===== src/rtl/dmem_arbiter.sv =====
// Round-robin arbiter and sequencer between two single-word requesters and the 64x32 data memory.
// Each grant takes three cycles (IDLE sample, ACCESS, DONE); every output is driven from a register.
module dmem_arbiter #(
    parameter int ADDR_W = 6,
    parameter int DATA_W = 32
) (
    input  logic              clk,
    input  logic              reset,
    input  logic              Req0,
    input  logic              Req1,
    input  logic              We0,
    input  logic              We1,
    input  logic [ADDR_W-1:0] Addr0,
    input  logic [ADDR_W-1:0] Addr1,
    input  logic [DATA_W-1:0] WData0,
    input  logic [DATA_W-1:0] WData1,
    output logic              Ack0,
    output logic              Ack1,
    output logic [DATA_W-1:0] RData0,
    output logic [DATA_W-1:0] RData1,
    output logic              Busy,
    output logic              MemRead,
    output logic              MemWrite,
    output logic [ADDR_W-1:0] Address,
    output logic [DATA_W-1:0] WriteData,
    input  logic [DATA_W-1:0] ReadData
);

    typedef enum logic [1:0] {
        IDLE   = 2'd0,
        ACCESS = 2'd1,
        DONE   = 2'd2
    } state_t;

    state_t state_r;
    logic   last_grant_r;
    logic   cur_port_r;
    logic   cur_we_r;

    logic              any_req_s;
    logic              winner_s;
    logic              win_we_s;
    logic [ADDR_W-1:0] win_addr_s;
    logic [DATA_W-1:0] win_wdata_s;

    // Winner selection: a lone requester wins, contention goes to the port not granted last.
    always_comb begin
        any_req_s = Req0 | Req1;
        if (Req0 && Req1) begin
            winner_s = ~last_grant_r;
        end else if (Req1) begin
            winner_s = 1'b1;
        end else begin
            winner_s = 1'b0;
        end
        if (winner_s) begin
            win_we_s    = We1;
            win_addr_s  = Addr1;
            win_wdata_s = WData1;
        end else begin
            win_we_s    = We0;
            win_addr_s  = Addr0;
            win_wdata_s = WData0;
        end
    end

    // Sequencer FSM together with all registered outputs.
    always_ff @(posedge clk) begin
        if (reset) begin
            state_r      <= IDLE;
            last_grant_r <= 1'b1;
            cur_port_r   <= 1'b0;
            cur_we_r     <= 1'b0;
            MemRead      <= 1'b0;
            MemWrite     <= 1'b0;
            Address      <= {ADDR_W{1'b0}};
            WriteData    <= {DATA_W{1'b0}};
            Ack0         <= 1'b0;
            Ack1         <= 1'b0;
            RData0       <= {DATA_W{1'b0}};
            RData1       <= {DATA_W{1'b0}};
            Busy         <= 1'b0;
        end else begin
            case (state_r)
                IDLE: begin
                    if (any_req_s) begin
                        Address      <= win_addr_s;
                        WriteData    <= win_wdata_s;
                        MemWrite     <= win_we_s;
                        MemRead      <= ~win_we_s;
                        last_grant_r <= winner_s;
                        cur_port_r   <= winner_s;
                        cur_we_r     <= win_we_s;
                        Busy         <= 1'b1;
                        state_r      <= ACCESS;
                    end else begin
                        state_r <= IDLE;
                    end
                end
                ACCESS: begin
                    // Read data is only valid while MemRead is high, i.e. during this cycle.
                    if (!cur_we_r) begin
                        if (cur_port_r) begin
                            RData1 <= ReadData;
                        end else begin
                            RData0 <= ReadData;
                        end
                    end
                    if (cur_port_r) begin
                        Ack1 <= 1'b1;
                    end else begin
                        Ack0 <= 1'b1;
                    end
                    MemRead  <= 1'b0;
                    MemWrite <= 1'b0;
                    state_r  <= DONE;
                end
                DONE: begin
                    Ack0    <= 1'b0;
                    Ack1    <= 1'b0;
                    Busy    <= 1'b0;
                    state_r <= IDLE;
                end
                default: begin
                    MemRead  <= 1'b0;
                    MemWrite <= 1'b0;
                    Ack0     <= 1'b0;
                    Ack1     <= 1'b0;
                    Busy     <= 1'b0;
                    state_r  <= IDLE;
                end
            endcase
        end
    end

endmodule

===== config.mk =====
export PLATFORM = sky130hd
export DESIGN_NAME = dmem_arbiter
export DESIGN_NICKNAME = d
export VERILOG_FILES = /design/src/rtl/dmem_arbiter.sv
export SDC_FILE = /design/constraint.sdc
export NUM_CORES = 1
export LEC_CHECK = 0
export CAP_MARGIN = 0
export CORE_UTILIZATION = 36
export DETAILED_ROUTE_END_ITERATION = 8
export PLACE_DENSITY = 0.76
export SLEW_MARGIN = 5
export SYNTH_ARGS = -nofsm -noshare
export SYNTH_HDL_FRONTEND = slang
export SYNTH_SLANG_ARGS = --single-unit

===== constraint.sdc =====
create_clock -name clk -period 1.41 [get_ports clk]
set_input_delay 0.282 -clock clk [delete_from_list [all_inputs] [get_ports clk]]
set_output_delay 0.282 -clock clk [all_outputs]
set_load 0.02 [all_outputs]

Word-level counts from Yosys, hierarchy flattened
Cells that the tools add are included.
{"block": "word_totals", "ff_bits": 112, "input_bits": 114, "out_inout_bits": 107, "elab_cells": 52}
{"block": "op_classes", "n_eq_ne": 5, "muxes": 17, "bitwise": 8, "n_reduce_logical": 9}
{"operator": "$mux 32", "count": 1}
{"operator": "$pmux 1 s2", "count": 5}
{"operator": "$reduce_and 2->1", "count": 5}
{"operator": "$mux 1", "count": 9}
{"operator": "$not 1->1", "count": 7}
{"operator": "$mux 6", "count": 1}
{"operator": "$ne 2x2->1 const B", "count": 3}
{"operator": "$reduce_and 3->1", "count": 2}
{"operator": "$pmux 2 s2", "count": 1}
{"operator": "$eq 2x1->1 const B", "count": 1}
{"operator": "$eq 2x2->1 const B", "count": 1}
{"operator": "$logic_not 2->1", "count": 1}
{"operator": "$logic_and 1x1->1", "count": 1}
{"operator": "$or 1x1->1", "count": 1}

Depth between registers and ports, before layout
{"block": "depth", "ltp_word": 6, "depth_mapped": 6, "mapped_depth_nobuf": 3}

Least setup slack after synthesis
No wires, ideal clock.
{"block": "synth_timing", "path_kind": "register to register", "start": "register state_r[0]", "end": "register RData0[1]", "setup_time_ps": 132, "arrival_time_ps": 1246, "required_ps": 1278, "path_slack_ps": 32, "path_stages_with_launch": 7, "n_path_buf": 3, "period_less_slack_ps": 1378, "cell_sequence": "dfxtp_1 buf_4 or4b_1 buf_2 buf_6 nand2_1 a21oi_1"}
{"block": "synth_between", "elab_chain_cells": 2}
{"item": "start: declaration", "line_no": "35", "rtl": "state_t state_r;"}
{"item": "start signal: assignment", "line_no": "70", "rtl": "state_r <= IDLE;"}
{"item": "start signal: assignment", "line_no": "95", "rtl": "state_r <= ACCESS;"}
{"item": "start signal: assignment", "line_no": "97", "rtl": "state_r <= IDLE;"}
{"item": "$eq 2x1->1", "line_no": "84", "rtl": "case (state_r)"}
{"item": "$reduce_and 3->1 (no source line)"}
{"item": "end signal: assignment", "line_no": "80", "rtl": "RData0 <= {DATA_W{1'b0}};"}
{"item": "end signal: assignment", "line_no": "106", "rtl": "RData0 <= ReadData;"}
{"item": "end: declaration", "line_no": "19", "rtl": "output logic [DATA_W-1:0] RData0,"}
No other way between the ends.
A chain may end at the register's enable or synchronous reset.

Final worst setup path
{"block": "layout_timing", "start": "register state_r[0]", "end": "register WriteData[0]"}
{"block": "layout_between", "elab_chain_cells": 2}
{"item": "$logic_not 2->1", "line_no": "84"}
{"item": "$reduce_and 2->1 (no source line)"}
{"item": "end signal: assignment", "line_no": "77", "rtl": "WriteData <= {DATA_W{1'b0}};"}
{"item": "end signal: assignment", "line_no": "88", "rtl": "WriteData <= win_wdata_s;"}
{"item": "end: declaration", "line_no": "25", "rtl": "output logic [DATA_W-1:0] WriteData,"}
No other way between the ends.

==> reports/results.tsv <==
metric	value	unit
vias per std cell	5.13	
status	complete, but fails checks	
gr usage total	21.3	%
clk_skew	5.69	ps
# clock sinks	112	
clk_lat worst skew	330	ps
CTS buffer count	9	
fin crit share	100	%
die width	112	um
via count	4673	
clock slew at reported path FFs	70	ps
Top Ports	221	
Crit Path Category	flip-flop to flip-flop	
actual slew at the worst max-slew pin	439	ps
Area growth syn-to-layout	66.7	%
Critical path buffers and inverters	3	
WP data required	1640	ps
FFs w/ async S/R, synth	0	%
initial antenna violation count	0	
FF-to-FF Start	state_r[0]	
DIE HEIGHT	112	um
DRC Markers	0	
Yosys warning total	0	
synth unique cells	31	
vias in the first global route	4567	
violated checks	negative setup slack	
CP startpoint	state_r[0]	
total gr overflow	0	
post-route ant nets	0	
final WL	14300	um
largest net degree at the start of global routing	36	
Arr. time, crit path	1640	ps
Diodes inserted	0	
worst setup path end	WriteData[0]	
post-synthesis cell area	0.00439	mm^2
PortBufs	220	
layout cells sized above 1	9.64	%
Post-Layout Cell Count	911	
Core Util, Final	62.7	%
fin crit period	1410	ps
Filler cells	976	
worst-path fanout max	8	
slowest cell on the critical path	dfxtp_4	
number of H-tree levels	3	
DRT iter0 DRCs	266	
crit-path cells	buf_6 > nor2_4 > buf_12 > clkbuf_16 > a21oi_1 > a311oi_1	
Max Fclk	708	MHz
setup ws final	-2.16	ps
row count	39	
Reg2Reg Setup Slack	-2	ps
area of the die	0.0126	mm^2
Hold WS	374	ps
CTS tree	built	
initial core utilization	37.6	%
kind of end point of the critical path	flip-flop	
sequential element share of the synthesized area	51.1	%
dpl cells	886	
GPL Wtd Cong	0.796	
Cell Area, Placed	0.00690	mm^2
leading cell type in the layout, fill and taps excluded	nand2_1	
Peak supply drop	660	uV
Post-Synthesis Net Count	659	
CP Depth	6	
global-route wire length before repair	21500	um
Final Hold Viols	0	
total power draw	8.13	mW
synthesis-stage register bit count	112	
Syn Inst Count	545	
power density over cell area	1110	mW/mm^2
First-pass DRT Iterations	4	
DPL Wire Length	9810	um
Setup violations, final	1	
Root Buffer	clkbuf_16	
clk buf depth	2	
Hold Buf Count CTS	0	
worst hold path class	primary input to flip-flop	
fin nets	878	
Max-slew headroom	70.7	%
crit-path leading delay family	buffers and inverters	
fin. max-slew vios	0	
Avg Cell Area, Syn	8.05	um^2
Top FF cell, synth	dfxtp_1	
Worst path max stage delay	360	ps
post-route cell area	0.00731	mm^2
Post-synth EDFFs	0	
Worst Setup Start Kind	flip-flop	
Avg WL per Cell	15.7	um
commonest cells after routing, fill and taps aside	nand2_1 (210), dfxtp_1 (110), clkdlybuf4s50_1 (110)	
R2R depth	6	
Hold Path Cell Cnt	2	
Core Box Area	0.0117	mm^2
max_cap viols	0	
Reg-to-Reg End	WriteData[0]	
Leak Pwr	3.15	nW
## what timing repair did
item	4_1_cts	5_1_grt
endpoints found under the setup margin	126	37
pin swaps	0	8
gates resized for setup	110	16
setup buffers	0	5
cloned	0	5
## per-layer routing
layer | routed length (um) | vias up | GRT usage, %
met4 | 190 | 0 | 7.29
li1 | - | 2288 | -
met5 | 0 | - | 0
met1 | 5960 | 2154 | 24.5
met2 | 7010 | 214 | 38.4
met3 | 1100 | 17 | 5.13
## report_power, final
part	total, mW	internal (mW)	switching, mW	leakage (nW)
clock	2.72	1.64	1.07	0.159
sequential	3.52	3.39	0.130	0.917
combinational	1.89	0.929	0.963	2.08
## cell usage after synthesis, drive strengths merged, types with 2 or more instances
cell type	number	area, um^2
buf	34	206
a21oi	107	536
dfxtp	112	2240
inv	2	7.51
nor2	4	22.5
a21boi	2	18.8
nor3	3	15.0
nand2	210	788
clkbuf	16	61.3
a311oi	39	342
## cells by family (layout without fill, tap and decap cells)
kind of cell | Yosys count | count (layout) | synth area share, %
buffers and inverters | 52 | 275 | 6.27
and+or+nand+nor | 226 | 226 | 20.8
AOI/OAI and AO/OA | 155 | 155 | 21.8
DFF | 112 | 112 | 51.1
## worst min path at each step
stage	start	slack, ps	to
2_1_floorplan	ReadData[10]	420	RData0[10]
4_1_cts	reset	350	state_r[0]
3_3_place_gp	RData0[9]	440	RData0[9]
6_report	reset	370	state_r[0]
5_1_grt	reset	390	state_r[0]
3_5_place_dp	RData0[9]	450	RData0[9]
## metrics by stage
stage | worst slack [ps] | TNS (ps)
2_1_floorplan | 31.8 | 0
3_3_place_gp | -304 | -12530
3_5_place_dp | -405 | -15220
4_1_cts | 9.85 | 0
5_1_grt | -69.5 | -414
6_report | -2.16 | -2.16
## registers in the layout, summed over array words and instances (netlist names)
name / cells
Ack0: 1
Ack1: 1
Address: 6
Busy: 1
MemRead: 1
MemWrite: 1
RData0: 32
RData1: 32
WriteData: 32
cur_port_r: 1
cur_we_r: 1
last_grant_r: 1
state_r: 2
## layout make-up
| cell class | count | area [um^2] | share of cell area, % |
|---|---|---|---|
| Tap cell | 143 | 179 | 2.45 |
| Multi-Input combinational cell | 381 | 1940 | 26.5 |
| Sequential cell | 112 | 2250 | 30.7 |
| Inverter | 2 | 7.51 | 0.103 |
| Clock inverter | 3 | 65.1 | 0.889 |
| Clock buffer | 12 | 256 | 3.51 |
| Timing Repair Buffer | 258 | 2620 | 35.8 |
(Power assumes the default switching activity.)
